===== src/rtl/id_branch_fwd_unit_if.sv =====
// Bundle of pipeline-stage status, register operands and forwarding results
// exchanged between the pipeline and the ID-stage branch forwarding unit.
interface id_branch_fwd_unit_if #(
    parameter int DATA_W     = 16,
    parameter int REG_ADDR_W = 3,
    parameter int CNT_W      = 16
);
    logic                  id_valid;
    logic                  id_is_branch;
    logic [REG_ADDR_W-1:0] id_rs;
    logic [REG_ADDR_W-1:0] id_rt;
    logic [DATA_W-1:0]     rd1;
    logic [DATA_W-1:0]     rd2;

    logic                  ex_valid;
    logic                  ex_reg_write;
    logic                  ex_mem_read;
    logic [REG_ADDR_W-1:0] ex_rd;
    logic [DATA_W-1:0]     ex_alu_result;

    logic                  mem_valid;
    logic                  mem_reg_write;
    logic                  mem_mem_read;
    logic [REG_ADDR_W-1:0] mem_rd;
    logic [DATA_W-1:0]     mem_result;

    logic                  wb_valid;
    logic                  wb_reg_write;
    logic [REG_ADDR_W-1:0] wb_rd;
    logic [DATA_W-1:0]     wb_data;

    logic                  flush;
    logic                  clr_stats;

    logic [DATA_W-1:0]     rd1_out;
    logic [DATA_W-1:0]     rd2_out;
    logic [1:0]            sel_a;
    logic [1:0]            sel_b;
    logic                  stall;
    logic [CNT_W-1:0]      stall_cycles;
    logic [CNT_W-1:0]      fwd_events;

    modport master (
        output id_valid, id_is_branch, id_rs, id_rt, rd1, rd2,
        output ex_valid, ex_reg_write, ex_mem_read, ex_rd, ex_alu_result,
        output mem_valid, mem_reg_write, mem_mem_read, mem_rd, mem_result,
        output wb_valid, wb_reg_write, wb_rd, wb_data,
        output flush, clr_stats,
        input  rd1_out, rd2_out, sel_a, sel_b, stall, stall_cycles, fwd_events
    );

    modport slave (
        input  id_valid, id_is_branch, id_rs, id_rt, rd1, rd2,
        input  ex_valid, ex_reg_write, ex_mem_read, ex_rd, ex_alu_result,
        input  mem_valid, mem_reg_write, mem_mem_read, mem_rd, mem_result,
        input  wb_valid, wb_reg_write, wb_rd, wb_data,
        input  flush, clr_stats,
        output rd1_out, rd2_out, sel_a, sel_b, stall, stall_cycles, fwd_events
    );
endinterface


===== src/rtl/id_branch_fwd_unit.sv =====
// ID-stage operand forwarding and hazard unit for compare-in-ID branches:
// picks forward sources, drives the comparator operands and sequences stalls.
module id_branch_fwd_unit #(
    parameter int DATA_W     = 16,
    parameter int REG_ADDR_W = 3,
    parameter int EX_FWD_EN  = 1,
    parameter int CNT_W      = 16
) (
    input logic             clk,
    input logic             rst_n,
    id_branch_fwd_unit_if.slave bus
);

    typedef enum logic {
        IDLE,
        STALL
    } state_e;

    state_e           state_q, state_d;
    logic [1:0]       cnt_q, cnt_d;
    logic [CNT_W-1:0] stallCycles_q, stallCycles_d;
    logic [CNT_W-1:0] fwdEvents_q, fwdEvents_d;

    logic exHitA, memHitA, wbHitA;
    logic exHitB, memHitB, wbHitB;
    logic [1:0] selA, selB;
    logic [1:0] needA, needB, need;
    logic stall;

    function automatic logic stageHit(input logic v, input logic w,
                                      input logic [REG_ADDR_W-1:0] rd,
                                      input logic [REG_ADDR_W-1:0] src);
        return v && w && (rd == src) && (src != '0);
    endfunction

    // The youngest matching producer owns the operand; if it cannot forward
    // (load, or EX forwarding disabled) older stages must not be used either.
    function automatic logic [1:0] pickSel(input logic exHit, input logic memHit,
                                           input logic wbHit);
        logic [1:0] s;
        s = 2'b00;
        if (exHit) begin
            if (!bus.ex_mem_read && (EX_FWD_EN != 0)) s = 2'b01;
        end else if (memHit) begin
            if (!bus.mem_mem_read) s = 2'b10;
        end else if (wbHit) begin
            s = 2'b11;
        end
        return s;
    endfunction

    function automatic logic [1:0] needOf(input logic exHit, input logic memHit);
        logic [1:0] n;
        n = 2'd0;
        if (exHit) begin
            if (bus.ex_mem_read)      n = 2'd2;
            else if (EX_FWD_EN == 0)  n = 2'd1;
        end else if (memHit && bus.mem_mem_read) begin
            n = 2'd1;
        end
        return n;
    endfunction

    function automatic logic [DATA_W-1:0] muxData(input logic [1:0] s,
                                                  input logic [DATA_W-1:0] regVal);
        logic [DATA_W-1:0] d;
        d = regVal;
        case (s)
            2'b01:   d = bus.ex_alu_result;
            2'b10:   d = bus.mem_result;
            2'b11:   d = bus.wb_data;
            default: d = regVal;
        endcase
        return d;
    endfunction

    always_comb begin
        exHitA  = stageHit(bus.ex_valid,  bus.ex_reg_write,  bus.ex_rd,  bus.id_rs);
        memHitA = stageHit(bus.mem_valid, bus.mem_reg_write, bus.mem_rd, bus.id_rs);
        wbHitA  = stageHit(bus.wb_valid,  bus.wb_reg_write,  bus.wb_rd,  bus.id_rs);
        exHitB  = stageHit(bus.ex_valid,  bus.ex_reg_write,  bus.ex_rd,  bus.id_rt);
        memHitB = stageHit(bus.mem_valid, bus.mem_reg_write, bus.mem_rd, bus.id_rt);
        wbHitB  = stageHit(bus.wb_valid,  bus.wb_reg_write,  bus.wb_rd,  bus.id_rt);
        selA    = pickSel(exHitA, memHitA, wbHitA);
        selB    = pickSel(exHitB, memHitB, wbHitB);
        needA   = needOf(exHitA, memHitA);
        needB   = needOf(exHitB, memHitB);
        need    = 2'd0;
        if (bus.id_valid && bus.id_is_branch) begin
            need = (needA > needB) ? needA : needB;
        end
    end

    // Only a two-cycle load hazard needs the countdown state; single-cycle
    // hazards clear themselves once the pipeline advances.
    always_comb begin
        state_d = state_q;
        cnt_d   = cnt_q;
        stall   = 1'b0;
        if (bus.flush) begin
            state_d = IDLE;
            cnt_d   = 2'd0;
        end else begin
            case (state_q)
                IDLE: begin
                    stall = (need != 2'd0);
                    if (need == 2'd2) begin
                        state_d = STALL;
                        cnt_d   = 2'd1;
                    end
                end
                STALL: begin
                    stall = 1'b1;
                    cnt_d = cnt_q - 2'd1;
                    if (cnt_q <= 2'd1) begin
                        state_d = IDLE;
                        cnt_d   = 2'd0;
                    end
                end
                default: begin
                    state_d = IDLE;
                    cnt_d   = 2'd0;
                end
            endcase
        end
    end

    always_comb begin
        stallCycles_d = stallCycles_q;
        fwdEvents_d   = fwdEvents_q;
        if (bus.clr_stats) begin
            stallCycles_d = '0;
            fwdEvents_d   = '0;
        end else begin
            if (stall && !(&stallCycles_q)) begin
                stallCycles_d = stallCycles_q + 1'b1;
            end
            if (!stall && bus.id_valid && bus.id_is_branch &&
                ((selA != 2'b00) || (selB != 2'b00)) && !(&fwdEvents_q)) begin
                fwdEvents_d = fwdEvents_q + 1'b1;
            end
        end
    end

    always_ff @(posedge clk or negedge rst_n) begin
        if (!rst_n) begin
            state_q       <= IDLE;
            cnt_q         <= 2'd0;
            stallCycles_q <= '0;
            fwdEvents_q   <= '0;
        end else begin
            state_q       <= state_d;
            cnt_q         <= cnt_d;
            stallCycles_q <= stallCycles_d;
            fwdEvents_q   <= fwdEvents_d;
        end
    end

    assign bus.sel_a        = selA;
    assign bus.sel_b        = selB;
    assign bus.rd1_out      = muxData(selA, bus.rd1);
    assign bus.rd2_out      = muxData(selB, bus.rd2);
    assign bus.stall        = stall;
    assign bus.stall_cycles = stallCycles_q;
    assign bus.fwd_events   = fwdEvents_q;

endmodule


===== src/flat_wrapper.sv =====
// flat-port wrapper written by rule: the top's interface ports become plain ports
module id_branch_fwd_unit_flat 
#(
    parameter int DATA_W     = 16,
    parameter int REG_ADDR_W = 3,
    parameter int EX_FWD_EN  = 1,
    parameter int CNT_W      = 16
)
  (clk, rst_n, bus_id_valid, bus_id_is_branch, bus_id_rs, bus_id_rt, bus_rd1, bus_rd2, bus_ex_valid, bus_ex_reg_write, bus_ex_mem_read, bus_ex_rd, bus_ex_alu_result, bus_mem_valid, bus_mem_reg_write, bus_mem_mem_read, bus_mem_rd, bus_mem_result, bus_wb_valid, bus_wb_reg_write, bus_wb_rd, bus_wb_data, bus_flush, bus_clr_stats, bus_rd1_out, bus_rd2_out, bus_sel_a, bus_sel_b, bus_stall, bus_stall_cycles, bus_fwd_events);
  id_branch_fwd_unit_if #(.DATA_W(DATA_W), .REG_ADDR_W(REG_ADDR_W), .CNT_W(CNT_W)) bus_i ();
  input logic clk;
  input logic rst_n;
  input wire logic [$bits(bus_i.id_valid)-1:0] bus_id_valid;
  input wire logic [$bits(bus_i.id_is_branch)-1:0] bus_id_is_branch;
  input wire logic [$bits(bus_i.id_rs)-1:0] bus_id_rs;
  input wire logic [$bits(bus_i.id_rt)-1:0] bus_id_rt;
  input wire logic [$bits(bus_i.rd1)-1:0] bus_rd1;
  input wire logic [$bits(bus_i.rd2)-1:0] bus_rd2;
  input wire logic [$bits(bus_i.ex_valid)-1:0] bus_ex_valid;
  input wire logic [$bits(bus_i.ex_reg_write)-1:0] bus_ex_reg_write;
  input wire logic [$bits(bus_i.ex_mem_read)-1:0] bus_ex_mem_read;
  input wire logic [$bits(bus_i.ex_rd)-1:0] bus_ex_rd;
  input wire logic [$bits(bus_i.ex_alu_result)-1:0] bus_ex_alu_result;
  input wire logic [$bits(bus_i.mem_valid)-1:0] bus_mem_valid;
  input wire logic [$bits(bus_i.mem_reg_write)-1:0] bus_mem_reg_write;
  input wire logic [$bits(bus_i.mem_mem_read)-1:0] bus_mem_mem_read;
  input wire logic [$bits(bus_i.mem_rd)-1:0] bus_mem_rd;
  input wire logic [$bits(bus_i.mem_result)-1:0] bus_mem_result;
  input wire logic [$bits(bus_i.wb_valid)-1:0] bus_wb_valid;
  input wire logic [$bits(bus_i.wb_reg_write)-1:0] bus_wb_reg_write;
  input wire logic [$bits(bus_i.wb_rd)-1:0] bus_wb_rd;
  input wire logic [$bits(bus_i.wb_data)-1:0] bus_wb_data;
  input wire logic [$bits(bus_i.flush)-1:0] bus_flush;
  input wire logic [$bits(bus_i.clr_stats)-1:0] bus_clr_stats;
  output wire logic [$bits(bus_i.rd1_out)-1:0] bus_rd1_out;
  output wire logic [$bits(bus_i.rd2_out)-1:0] bus_rd2_out;
  output wire logic [$bits(bus_i.sel_a)-1:0] bus_sel_a;
  output wire logic [$bits(bus_i.sel_b)-1:0] bus_sel_b;
  output wire logic [$bits(bus_i.stall)-1:0] bus_stall;
  output wire logic [$bits(bus_i.stall_cycles)-1:0] bus_stall_cycles;
  output wire logic [$bits(bus_i.fwd_events)-1:0] bus_fwd_events;
  assign bus_i.id_valid = bus_id_valid;
  assign bus_i.id_is_branch = bus_id_is_branch;
  assign bus_i.id_rs = bus_id_rs;
  assign bus_i.id_rt = bus_id_rt;
  assign bus_i.rd1 = bus_rd1;
  assign bus_i.rd2 = bus_rd2;
  assign bus_i.ex_valid = bus_ex_valid;
  assign bus_i.ex_reg_write = bus_ex_reg_write;
  assign bus_i.ex_mem_read = bus_ex_mem_read;
  assign bus_i.ex_rd = bus_ex_rd;
  assign bus_i.ex_alu_result = bus_ex_alu_result;
  assign bus_i.mem_valid = bus_mem_valid;
  assign bus_i.mem_reg_write = bus_mem_reg_write;
  assign bus_i.mem_mem_read = bus_mem_mem_read;
  assign bus_i.mem_rd = bus_mem_rd;
  assign bus_i.mem_result = bus_mem_result;
  assign bus_i.wb_valid = bus_wb_valid;
  assign bus_i.wb_reg_write = bus_wb_reg_write;
  assign bus_i.wb_rd = bus_wb_rd;
  assign bus_i.wb_data = bus_wb_data;
  assign bus_i.flush = bus_flush;
  assign bus_i.clr_stats = bus_clr_stats;
  assign bus_rd1_out = bus_i.rd1_out;
  assign bus_rd2_out = bus_i.rd2_out;
  assign bus_sel_a = bus_i.sel_a;
  assign bus_sel_b = bus_i.sel_b;
  assign bus_stall = bus_i.stall;
  assign bus_stall_cycles = bus_i.stall_cycles;
  assign bus_fwd_events = bus_i.fwd_events;
  id_branch_fwd_unit #(.DATA_W(DATA_W), .REG_ADDR_W(REG_ADDR_W), .EX_FWD_EN(EX_FWD_EN), .CNT_W(CNT_W)) u_core (.clk(clk), .rst_n(rst_n), .bus(bus_i));
endmodule

===== config.mk =====
export PLATFORM = sky130hd
export DESIGN_NAME = id_branch_fwd_unit_flat
export DESIGN_NICKNAME = d
export VERILOG_FILES = /design/src/rtl/id_branch_fwd_unit_if.sv /design/src/rtl/id_branch_fwd_unit.sv /design/src/flat_wrapper.sv
export SDC_FILE = /design/constraint.sdc
export NUM_CORES = 1
export LEC_CHECK = 0
export ABC_AREA = 1
export CAP_MARGIN = 20
export CORE_ASPECT_RATIO = 1.25
export CORE_MARGIN = 4
export CORE_UTILIZATION = 46
export CTS_CLUSTER_DIAMETER = 30
export DETAILED_ROUTE_END_ITERATION = 6
export MAX_ROUTING_LAYER = met4
export PLACE_DENSITY = 0.89
export SETUP_SLACK_MARGIN = 0.5
export SLEW_MARGIN = 20
export SYNTH_ARGS = -nofsm -noshare
export SYNTH_HDL_FRONTEND = slang
export SYNTH_SLANG_ARGS = --single-unit
export TNS_END_PERCENT = 20

===== constraint.sdc =====
create_clock -name clk -period 4.7 [get_ports clk]
set_input_delay 0.94 -clock clk [delete_from_list [all_inputs] [get_ports clk]]
set_output_delay 0.94 -clock clk [all_outputs]
set_load 0.01 [all_outputs]

==> flow_metrics.env, run 1 <==
export IMPL_status="finished, final reports clean"
export IMPL_dp_slack_ns=0.121
export IMPL_cp_cell_sequence="clkdlybuf4s50_1 -> inv_1 -> nand2_1 -> nand2_1 -> nor2_1 -> nand3_1 -> nand2_1 -> nand3_2 -> nand3_2 -> inv_1 -> buf_6 -> a21oi_1 -> inv_1 -> clkdlybuf4s50_1"
export IMPL_viasPerCell=5.35
export IMPL_nets=915
export IMPL_ys_ff_latch=35
export IMPL_clk_pin_slew_ns=0.07
export IMPL_yosys_warnings=0
export IMPL_cts_tree="done"
export IMPL_antenna_found_initial=1
export IMPL_hold_buffers=0
export IMPL_drt_total_wl_um=14300
export IMPL_drc_errors=0
export IMPL_endpoint_kind="primary output"
export IMPL_cap_violations=0
export IMPL_core_um2=7880
export IMPL_crit_required_ns=3.76
export IMPL_synth_area_um2=3770
export IMPL_start_util_pct=47.8
export IMPL_vias=4798
export IMPL_final_cell_mix="nand2_1 (253), clkdlybuf4s50_1 (161), nor2_1 (53)"
export IMPL_final_cell_area_um2=5830
export IMPL_die_w_um=88.9
export IMPL_areaGrowthSynthToFinish_pct=54.8
export IMPL_synth_nets=732
export IMPL_ant_nets=0
export IMPL_min_period_over_period_pct=90.1
export IMPL_num_io_pins=178
export IMPL_setup_worst_path_class="in -> out"
export IMPL_synthArstFlopShare_pct=100
export IMPL_setup_tns_ns=0
export IMPL_cts_sinks=35
export IMPL_max_freq_mhz=236
export IMPL_rows=36
export IMPL_arrival_ns=3.30
export IMPL_layout_commonest_cell="nand2_1"
export IMPL_syn_avg_cell_area_um2=6.09
export IMPL_rsz0062_at_grt="true"
export IMPL_place_congestion=0.942
export IMPL_netlist_cell_type_count=35
export IMPL_crit_path_top_delay_cell="clkdlybuf4s50_1"
export IMPL_cts_root_buf="clkbuf_8"
export IMPL_postPlaceCellArea_um2=5620
export IMPL_drive_gt1_share_pct=9.86
export IMPL_post_drt_wl_per_cell_um=15.9
export IMPL_grtUsageTotal_pct=29.4
export IMPL_slowest_delay_ns=0.52
export IMPL_worstPathMaxFanout=16
export IMPL_crit_path_start_kind="input pin"
export IMPL_dr_pass1_iters=5
export IMPL_max_slew_margin_rel_pct=61.1
export IMPL_clock_skew_final_ns=0.00490
export IMPL_overflow=0
export IMPL_hp_class="reg -> reg"
export IMPL_ir_drop_v=0.000210
export IMPL_dp_hpwl_um=10900
export IMPL_drtIter0Drc=347
export IMPL_yosysSeqAreaShare_pct=23.3
export IMPL_port_buffers=177
export IMPL_finalHoldViolCount=0
export IMPL_clock_latency_ns=0.29
export IMPL_min_period_ns=4.24
export IMPL_setup_slack_ns=0.463
export IMPL_synth_enable_flop_cells=0
export IMPL_nFillCells=609
export IMPL_final_max_slew_violation_count=0
export IMPL_first_global_vias=4572
export IMPL_htree_levels=2
export IMPL_die_area_um2=9710
export IMPL_grt_pass1_wl_um=22000
export IMPL_synth_main_ff_cell="dfrtp_1"
export IMPL_cts_buffer_depth=2
export IMPL_p_leak_nw=2.85
export IMPL_grt_max_degree=37
export IMPL_powerDensity_nw_per_um2=145
export IMPL_worst_pin_slew_ns=0.582
export IMPL_die_h_um=109
export IMPL_synth_cells=618
export IMPL_cts_buffers=5
export IMPL_setup_viol=0
[logic make-up after synthesis]
family | count (synthesis) | synth area share, %
AOI/OAI and AO/OA | 14 | 2.33
adders and majority gates | 5 | 1.66
buffers and inverters | 83 | 9.60
and+or+nand+nor | 452 | 56.4
DFF | 35 | 23.3
xor gates and xnor gates | 29 | 6.74
[timing repair]
item | in CTS | in global routing
pin swaps | 3 | 1
resized for setup | 14 | 18
cloned | 0 | 1
buffers inserted | 2 | 5
setup endpoints to repair | 25 | 29
[power breakdown]
part / leakage (nW) / switching (W) / internal [W]
logic: 2.31 / 0.000147 / 0.000164
registers: 0.486 / 0.00000411 / 0.000303
clock network: 0.0471 / 0.000111 / 0.000115
total: 2.85 / 0.000262 / 0.000582
[per-layer routing]
metal	GRT usage, %	vias up	share of wire (%)
met5	-	-	0
met4	10.6	0	3.1
met3	8.31	36	12
met2	50.0	240	49
met1	32.6	2168	36
li1	-	2354	-
[worst max-delay path: cells and delay by family]
kind,cells,cell delay [ns]
AND/OR/NAND/NOR,7,0.80
AO/OA/AOI/OAI,1,0.17
buffers and inverters,6,1.39
[per-stage QoR]
| step | hold slack [ns] | std cells | utilization [%] | total power, W |
|---|---|---|---|---|
| 2_1_floorplan | 0.474 | 618 | - | 0.000425 |
| 3_3_place_gp | 0.495 | 881 | 71.2 | 0.000616 |
| 3_5_place_dp | 0.515 | 881 | 71.2 | 0.000619 |
| 4_1_cts | 0.532 | 890 | 72.9 | 0.000846 |
| 5_1_grt | 0.572 | 897 | 74.0 | 0.000884 |
| 6_report | 0.534 | 897 | 74.0 | 0.000845 |
[registers in the layout (all words and copies together), names as in the netlist]
register	cells
u_core.cnt_q	2
u_core.bus.stall_cycles	16
u_core.bus.fwd_events	16
u_core.state_q	1
[worst paths after layout]
kind / start / to / slack, ns / cells after the start
worst max register to register: u_core.bus.stall_cycles[0] / u_core.bus.stall_cycles[7] / 2.33 / 10
min in group asynchronous: rst_n / u_core.bus.fwd_events[13] / 1.06 / 2
worst min-delay path: u_core.state_q / u_core.state_q / 0.53 / 1
worst min register to register: u_core.state_q / u_core.state_q / 0.53 / 1
worst max-delay path: bus_mem_rd[0] / bus_rd2_out[6] / 0.46 / 14
max in group asynchronous: rst_n / u_core.bus.stall_cycles[6] / 3.32 / 2
[cell type report]
class	count	area, um2	area share (%)
well taps	95	119	2.04
flip-flops and latches	35	876	15.0
multi-input cells	500	2560	43.9
repair buffers	196	1940	33.2
clock buffers	6	82.6	1.42
clock inverters	1	5.00	0.0858
inverters	63	245	4.21
diodes	1	2.50	0.0429
[cells in the mapped netlist (5+ instances only)]
cell / instances / area, um2
xor2_1: 25 / 219
nand2_2: 6 / 37.5
ha_1: 5 / 62.6
nand3_1: 51 / 255
buf_2: 8 / 40.0
nand4_1: 52 / 325
clkbuf_1: 6 / 22.5
inv_1: 55 / 206
nor2_1: 54 / 203
a21oi_1: 8 / 40.0
nand3_2: 13 / 130
nand2_1: 254 / 953
dfrtp_1: 35 / 876
inv_2: 7 / 26.3
Note: power is estimated with default switching activity, not from simulation.
==> run 2: changes to the inputs <==
- SKIP_LAST_GASP: not set -> 1
==> results of run 2 <==
The final DEF is identical to that of run 1; final timing and power are the same.
